==> src/rtl/s38584_sync_word_tx_pkg.sv <==
// Shared definitions for the s38584 sync-word transmitter and the detector-side check.
// Keeping the pattern in one place guarantees both ends agree on it.
package s38584_sync_pkg;

  localparam int WORD_W = 7;
  // Bit order {b255,b232,b225,b269,b262,b239,b246}
  localparam logic [WORD_W-1:0] SYNC_PAT = 7'b1001100;

  typedef enum logic [1:0] {IDLE, SYNC, DATA, GAP} state_t;

  function automatic logic [WORD_W-1:0] sync_word(input logic phase);
    return phase ? ~SYNC_PAT : SYNC_PAT;
  endfunction

endpackage

==> src/rtl/s38584_sync_word_tx_if.sv <==
// Payload-in and transmit-out handshake bundle for the sync-word transmitter.
// The slave modport is the transmitter's view; master is the surrounding environment.
interface s38584_sync_word_tx_if;
  import s38584_sync_pkg::*;

  logic [WORD_W-1:0] in_word;
  logic              in_valid;
  logic              in_ready;
  logic [WORD_W-1:0] tx_word;
  logic              tx_phase;
  logic              tx_en;
  logic              tx_valid;
  logic              tx_esc;
  logic              tx_ready;

  modport master (
    output in_word, in_valid, tx_ready,
    input  in_ready, tx_word, tx_phase, tx_en, tx_valid, tx_esc
  );

  modport slave (
    input  in_word, in_valid, tx_ready,
    output in_ready, tx_word, tx_phase, tx_en, tx_valid, tx_esc
  );

endinterface

==> src/rtl/s38584_sync_word_tx_outreg.sv <==
// Output register for the sync-word transmitter: holds word/phase/esc while stalled,
// reloads on 'load', and drops valid on 'clear' when nothing new arrives.
module s38584_tx_outreg
  import s38584_sync_pkg::*;
(
  input  logic              CK,
  input  logic              RST,
  input  logic              load,
  input  logic              clear,
  input  logic [WORD_W-1:0] d_word,
  input  logic              d_phase,
  input  logic              d_esc,
  output logic [WORD_W-1:0] q_word,
  output logic              q_phase,
  output logic              q_esc,
  output logic              q_valid
);

  // load has priority so a draining word can be replaced in the same cycle
  always_ff @(posedge CK) begin
    if (RST) begin
      q_word  <= '0;
      q_phase <= 1'b0;
      q_esc   <= 1'b0;
      q_valid <= 1'b0;
    end else if (load) begin
      q_word  <= d_word;
      q_phase <= d_phase;
      q_esc   <= d_esc;
      q_valid <= 1'b1;
    end else if (clear) begin
      q_valid <= 1'b0;
    end
  end

endmodule

==> src/rtl/s38584_sync_word_tx.sv <==
// Framed burst transmitter: SYNC_CNT alternating-phase sync words, LEN payload words
// (escaped when they collide with a sync pattern), then GAP_CYC idle cycles with tx_en held.
module s38584_sync_word_tx
  import s38584_sync_pkg::*;
#(
  parameter int SYNC_CNT = 4,
  parameter int LEN_W    = 8,
  parameter int GAP_CYC  = 3
) (
  input  logic                   CK,
  input  logic                   RST,
  input  logic                   start,
  input  logic [LEN_W-1:0]       len,
  s38584_sync_word_tx_if.slave   bus,
  output logic                   busy
);

  localparam int     SYNC_W = $clog2(SYNC_CNT + 1);
  localparam int     GAP_W  = (GAP_CYC > 0) ? $clog2(GAP_CYC + 1) : 1;
  localparam state_t END_ST = (GAP_CYC == 0) ? IDLE : GAP;

  state_t            state, state_n;
  logic [SYNC_W-1:0] sync_cnt, sync_n;
  logic [LEN_W-1:0]  len_cnt, len_n;
  logic [GAP_W-1:0]  gap_cnt, gap_n;
  logic              phase, phase_n;
  logic              tx_en_q;
  logic              ld, clr, in_rdy;
  logic [WORD_W-1:0] d_word;
  logic              d_phase, d_esc;
  logic              tx_acc, is_sync;

  assign tx_acc      = bus.tx_valid && bus.tx_ready;
  assign is_sync     = (bus.in_word == SYNC_PAT) || (bus.in_word == ~SYNC_PAT);
  assign bus.in_ready = in_rdy;
  assign bus.tx_en   = tx_en_q;
  assign busy        = (state != IDLE);

  s38584_tx_outreg u_outreg (
    .CK      (CK),
    .RST     (RST),
    .load    (ld),
    .clear   (clr),
    .d_word  (d_word),
    .d_phase (d_phase),
    .d_esc   (d_esc),
    .q_word  (bus.tx_word),
    .q_phase (bus.tx_phase),
    .q_esc   (bus.tx_esc),
    .q_valid (bus.tx_valid)
  );

  // tx_en follows the next state so it drops exactly when the frame returns to IDLE
  always_ff @(posedge CK) begin
    if (RST) begin
      state    <= IDLE;
      sync_cnt <= '0;
      len_cnt  <= '0;
      gap_cnt  <= '0;
      phase    <= 1'b0;
      tx_en_q  <= 1'b0;
    end else begin
      state    <= state_n;
      sync_cnt <= sync_n;
      len_cnt  <= len_n;
      gap_cnt  <= gap_n;
      phase    <= phase_n;
      tx_en_q  <= (state_n != IDLE);
    end
  end

  always_comb begin
    state_n = state;
    sync_n  = sync_cnt;
    len_n   = len_cnt;
    gap_n   = gap_cnt;
    phase_n = phase;
    ld      = 1'b0;
    clr     = 1'b0;
    in_rdy  = 1'b0;
    d_word  = sync_word(phase);
    d_phase = phase;
    d_esc   = 1'b0;

    unique case (state)
      IDLE: begin
        if (start) begin
          state_n = SYNC;
          len_n   = len;
          sync_n  = SYNC_W'(SYNC_CNT);
          phase_n = 1'b0;
          ld      = 1'b1;
          d_word  = sync_word(1'b0);
          d_phase = 1'b0;
        end
      end

      SYNC: begin
        if (tx_acc) begin
          sync_n  = sync_cnt - 1'b1;
          phase_n = ~phase;
          if (sync_cnt == SYNC_W'(1)) begin
            clr = 1'b1;
            if (len_cnt == '0) begin
              state_n = END_ST;
              gap_n   = GAP_W'(GAP_CYC);
            end else begin
              state_n = DATA;
            end
          end else begin
            ld      = 1'b1;
            d_word  = sync_word(~phase);
            d_phase = ~phase;
          end
        end
      end

      DATA: begin
        // Never pull a payload word beyond the frame length, even while draining the last one
        in_rdy = bus.tx_valid ? (bus.tx_ready && (len_cnt != LEN_W'(1))) : 1'b1;
        if (tx_acc) begin
          len_n = len_cnt - 1'b1;
          if (len_cnt == LEN_W'(1)) begin
            state_n = END_ST;
            gap_n   = GAP_W'(GAP_CYC);
          end
        end
        if (bus.in_valid && in_rdy) begin
          ld      = 1'b1;
          d_word  = is_sync ? (bus.in_word ^ WORD_W'(1)) : bus.in_word;
          d_phase = bus.tx_phase;
          d_esc   = is_sync;
        end else if (tx_acc) begin
          clr = 1'b1;
        end
      end

      GAP: begin
        gap_n = gap_cnt - 1'b1;
        if (gap_cnt <= GAP_W'(1)) begin
          state_n = IDLE;
        end
      end

      default: begin
        state_n = IDLE;
      end
    endcase
  end

endmodule
==> src/flat_wrapper.sv <==
// flat-port wrapper written by rule: the top's interface ports become plain ports
module s38584_sync_word_tx_flat import s38584_sync_pkg::*;
#(
  parameter int SYNC_CNT = 4,
  parameter int LEN_W    = 8,
  parameter int GAP_CYC  = 3
)
  (CK, RST, start, len, busy, bus_in_word, bus_in_valid, bus_tx_ready, bus_in_ready, bus_tx_word, bus_tx_phase, bus_tx_en, bus_tx_valid, bus_tx_esc);
  s38584_sync_word_tx_if bus_i ();
  input  logic CK;
  input  logic RST;
  input  logic start;
  input  logic [LEN_W-1:0] len;
  output logic busy;
  input wire logic [$bits(bus_i.in_word)-1:0] bus_in_word;
  input wire logic [$bits(bus_i.in_valid)-1:0] bus_in_valid;
  input wire logic [$bits(bus_i.tx_ready)-1:0] bus_tx_ready;
  output wire logic [$bits(bus_i.in_ready)-1:0] bus_in_ready;
  output wire logic [$bits(bus_i.tx_word)-1:0] bus_tx_word;
  output wire logic [$bits(bus_i.tx_phase)-1:0] bus_tx_phase;
  output wire logic [$bits(bus_i.tx_en)-1:0] bus_tx_en;
  output wire logic [$bits(bus_i.tx_valid)-1:0] bus_tx_valid;
  output wire logic [$bits(bus_i.tx_esc)-1:0] bus_tx_esc;
  assign bus_i.in_word = bus_in_word;
  assign bus_i.in_valid = bus_in_valid;
  assign bus_i.tx_ready = bus_tx_ready;
  assign bus_in_ready = bus_i.in_ready;
  assign bus_tx_word = bus_i.tx_word;
  assign bus_tx_phase = bus_i.tx_phase;
  assign bus_tx_en = bus_i.tx_en;
  assign bus_tx_valid = bus_i.tx_valid;
  assign bus_tx_esc = bus_i.tx_esc;
  s38584_sync_word_tx #(.SYNC_CNT(SYNC_CNT), .LEN_W(LEN_W), .GAP_CYC(GAP_CYC)) u_core (.CK(CK), .RST(RST), .start(start), .len(len), .bus(bus_i), .busy(busy));
endmodule
==> config.mk <==
export PLATFORM = sky130hd
export DESIGN_NAME = s38584_sync_word_tx_flat
export DESIGN_NICKNAME = d
export VERILOG_FILES = /design/src/rtl/s38584_sync_word_tx_pkg.sv /design/src/rtl/s38584_sync_word_tx_if.sv /design/src/rtl/s38584_sync_word_tx_outreg.sv /design/src/rtl/s38584_sync_word_tx.sv /design/src/flat_wrapper.sv
export SDC_FILE = /design/constraint.sdc
export NUM_CORES = 1
export LEC_CHECK = 0
export BUFFER_PORTS_ARGS = -buffer_cell sky130_fd_sc_hd__buf_2
export CAP_MARGIN = 20
export CORE_ASPECT_RATIO = 1.2
export CORE_MARGIN = 4
export CORE_UTILIZATION = 55
export DETAILED_ROUTE_END_ITERATION = 12
export GPL_TIMING_DRIVEN = 0
export PLACE_DENSITY = 0.8
export SYNTH_ARGS = -nofsm -noshare
export SYNTH_HDL_FRONTEND = slang
export SYNTH_HIERARCHICAL = 1
export SYNTH_SLANG_ARGS = --single-unit
==> constraint.sdc <==
create_clock -name CK -period 2.6 [get_ports CK]
set_input_delay 0.13 -clock CK [delete_from_list [all_inputs] [get_ports CK]]
set_output_delay 0.13 -clock CK [all_outputs]
set_load 0.02 [all_outputs]
==> impl_metrics.yaml <==
outcome:
  outcome: "finished, final reports clean"
pwr:
  pwr_density_cell_nw_per_um2: 1143
  power_switching_w: 0.001158
  switching_share_pct: 48.71
  power_frac_seq_pct: 27.9
  power_leakage_nw: 0.8449
  report.power.total_w: 0.002378
  p_comb_share_pct: 64.4
  power.internal_w: 0.001220
  clockPowerShare_pct: 7.7
  peakVddDrop_uv: 687.0
drt:
  antenna_left: 0
  drt-wirelength-per-cell_microns: 14.10
  drt_iter0_drc: 86
  viasPerCell: 5.907
  wl_microns: 4258
  dr_total_vias: 1784
  drc_errors: 0
  first_pass_iters: 4
min_path:
  worstHoldPathType: "input pin to flop"
global_routing:
  grt_max_degree: 16
  grt_pass1_wl_microns: 7148
  antenna_found_initial: 0
  grt_pass1_vias: 1599
  grt_usage_pct: 20.61
  grt.overflow.total: 0
cells_and_area:
  drive_above_1_share_pct: 21.05
  area.growth.synth_to_final_pct: 12.22
  nets: 296
  final_area_sq_um: 2079
  fillers: 281
  fin_cells: 302
  final_util_pct: 66.27
  antenna_cells: 0
timing:
  fin_setup_tns_ns: 0
  fin_skew_ns: 0.003147
  fmax_mhz: 432.0
  slew_headroom_pct: 56.32
  finalCriticalPeriod_ns: 2.315
  maxSlewViolCount: 0
  finalCritPeriodShare_pct: 89.04
  grt_setup_unrepaired: "false"
  worstMarginPinSlew_ns: 0.6492
  finalHoldViolations: 0
  setup_viol: 0
cts:
  clk_path_buf_depth: 2
  numCtsBuffers: 3
  cts.sinks: 27
  ctsHtreeMaxLevel: 1
  clock-root-buffer: "clkbuf_4"
  path_clk_slew_ns: 0.15
  cts-hold-fix-buffers: 0
  clk-insertion-delay-late_ns: 0.32
  cts_tree: "yes"
placement:
  dp_cells: 299
  place_area_sq_um: 2053
  port_buffers: 31
  hpwl_microns: 3230
  gp_congestion: 0.8919
setup_path:
  slowest_stage: "dfxtp_1"
  cpPeakStageDelay_ns: 0.38
  crit_chain: "inv_1 > ha_2 > inv_1 > clkbuf_1 > or2_2 > a31oi_1 > buf_6 > mux2i_1 > nor2_1"
  worstSetupPathType: "flop to flop"
  worstPathArrival_ns: 2.55
  required_ns: 2.83
  crit_top_cell: "inv_1"
  path_max_fanout: 11
  end_kind: "flop"
  start_kind: "flop"
yosys:
  ys.flop_type: "dfxtp_1"
  synth-edff-count: 0
  synth.yosys.warnings: 6
  yosys_register_bits: 27
  synthMuxAreaShare_pct: 6.009
  synth_top_family_by_area: "compound AO/OA/AOI/OAI gates"
  synthAdderAreaFrac_pct: 6.077
  synth_compound_area_share_pct: 30.65
  synth_simple_gate_area_share_pct: 20.19
  yosysUniqueCellTypes: 50
  syn_inst: 232
  syn_nets: 261
  synth-xor-area-share_pct: 0
  avgSynthCellArea_sq_um: 7.987
  synthArstFlopShare_pct: 0
  seq_area_frac_synth_pct: 29.17
  syn_area_sq_um: 1853
die:
  rows: 22
  core_region_area_sq_um: 3138
  die_w_microns: 60.99
  die_y_microns: 71.59
  io_pins: 33
  die_area_sq_um: 4366
  initial_core_util_pct: 59.05
flow_run:
  maxCapViolCount: 0
kinds of logic (layout without fill, tap and decap cells):
logic type,Yosys count,in the layout
compound gates,82,82
simple gates,72,72
buf+inv,31,65
flops,27,27
mux,11,11
fa+ha+maj,9,9
flip-flops by register name, summed over array words and instances (netlist names):
signal	count
u_core/gap_cnt	2
u_core/len_cnt	8
u_core/bus.tx_en	1
u_core/sync_cnt	3
u_core/u_outreg/q_word	7
u_core/u_outreg/q_esc	1
u_core/phase	1
u_core/state	2
u_core/u_outreg/q_valid	1
u_core/u_outreg/q_phase	1
power groups by stage:
stage	clock network, W	logic [W]	registers, W
after floorplan	0	0.00116	0.000695
after global placement	0	0.00150	0.000665
after detailed placement	0	0.00151	0.000668
after CTS	0.000188	0.00152	0.000660
after global routing	0.000204	0.00171	0.000684
final	0.000184	0.00153	0.000662
cell usage after synthesis (3+ instances only):
cell / count / area, sq um
a211oi_1: 8 / 60.06
a21o_1: 3 / 22.52
a21oi_1: 23 / 115.1
a221oi_1: 3 / 26.28
a32oi_1: 3 / 26.28
buf_2: 5 / 25.02
buf_6: 3 / 33.78
clkbuf_1: 5 / 18.77
dfxtp_1: 27 / 540.5
ha_1: 9 / 112.6
inv_1: 15 / 56.30
mux2i_1: 10 / 100.1
nand2_1: 15 / 56.30
nand2b_1: 8 / 50.05
nand3_1: 4 / 20.02
nand4b_1: 4 / 35.03
nor2_1: 20 / 75.07
nor2b_1: 3 / 18.77
nor3_1: 5 / 25.02
o21ai_0: 11 / 55.05
o21ai_1: 6 / 30.03
o31ai_1: 6 / 45.04
cell usage in the layout, fill, tap and decap left out, types with 3 or more instances in the layout:
cell type  Yosys  layout
nor2b_1        3       3
nand3_1        4       4
buf_6          3       3
nand4b_1       4       4
o21ai_1        6       6
o31ai_1        6       6
ha_1           9       8
mux2i_1       10      10
a21oi_1       23      23
o21ai_0       11      11
inv_1         15      15
clkbuf_4       0       3
nand2_1       15      15
nor2_1        20      20
a32oi_1        3       3
a21o_1         3       3
buf_2          5      36
nand2b_1       8       8
a211oi_1       8       8
a221oi_1       3       3
nor3_1         5       5
clkbuf_1       5       4
dfxtp_1       27      27
repair_timing:
item,in CTS,in global routing
hold endpoints to repair,0,0
setup buffers,0,0
gates resized for setup,0,1
endpoints found under the setup margin,0,10
worst max-delay path: cells and delay by family (launching register included):
family                   cells  cell delay [ns]
buffers and inverters        4             0.65
AO/OA/AOI/OAI                1             0.21
flip-flops                   1             0.38
multiplexers                 1             0.21
adder cells (fa/ha/maj)      1             0.34
AND/OR/NAND/NOR              2             0.42
cell type report:
class / count / area, sq um / share of cell area, %
plain buffers: 15 / 86.33 / 4.152
clock buffers: 3 / 22.52 / 1.083
clock inverters: 1 / 5.005 / 0.2407
inverters: 15 / 56.30 / 2.708
multi-input cells: 174 / 1169 / 56.20
flip-flops and latches: 27 / 540.5 / 25.99
well taps: 36 / 45.04 / 2.166
repair buffers: 31 / 155.1 / 7.461
path summary, 6_finish.rpt:
check	from	end	slack (ns)	depth (start not counted)
worst max-delay path	u_core/state[0]	u_core/u_outreg/q_word[4]	0.29	9
worst min-delay path	RST	u_core/gap_cnt[0]	0.10	2
worst max register to register	u_core/state[0]	u_core/u_outreg/q_word[4]	0.29	9
worst min register to register	u_core/u_outreg/q_valid	u_core/u_outreg/q_valid	0.51	2
routing by layer:
layer / vias up / track usage, % / routed length (microns)
met1: 816 / 27.73 / 1939
li1: 920 / - / -
met2: 46 / 35.20 / 2063
met5: - / 0 / 0
met4: 0 / 3.614 / 24
met3: 2 / 2.342 / 230
stage by stage:
step / setup WS (ns) / hold slack, ns
2_1_floorplan: 0.4691 / 0.2021
5_1_grt: 0.07699 / 0.1245
4_1_cts: 0.04179 / 0.09533
3_5_place_dp: 0.08186 / 0.4535
3_3_place_gp: 0.1285 / 0.4440
6_report: 0.2850 / 0.1022
No activity file was read; power rests on OpenSTA's default activity.
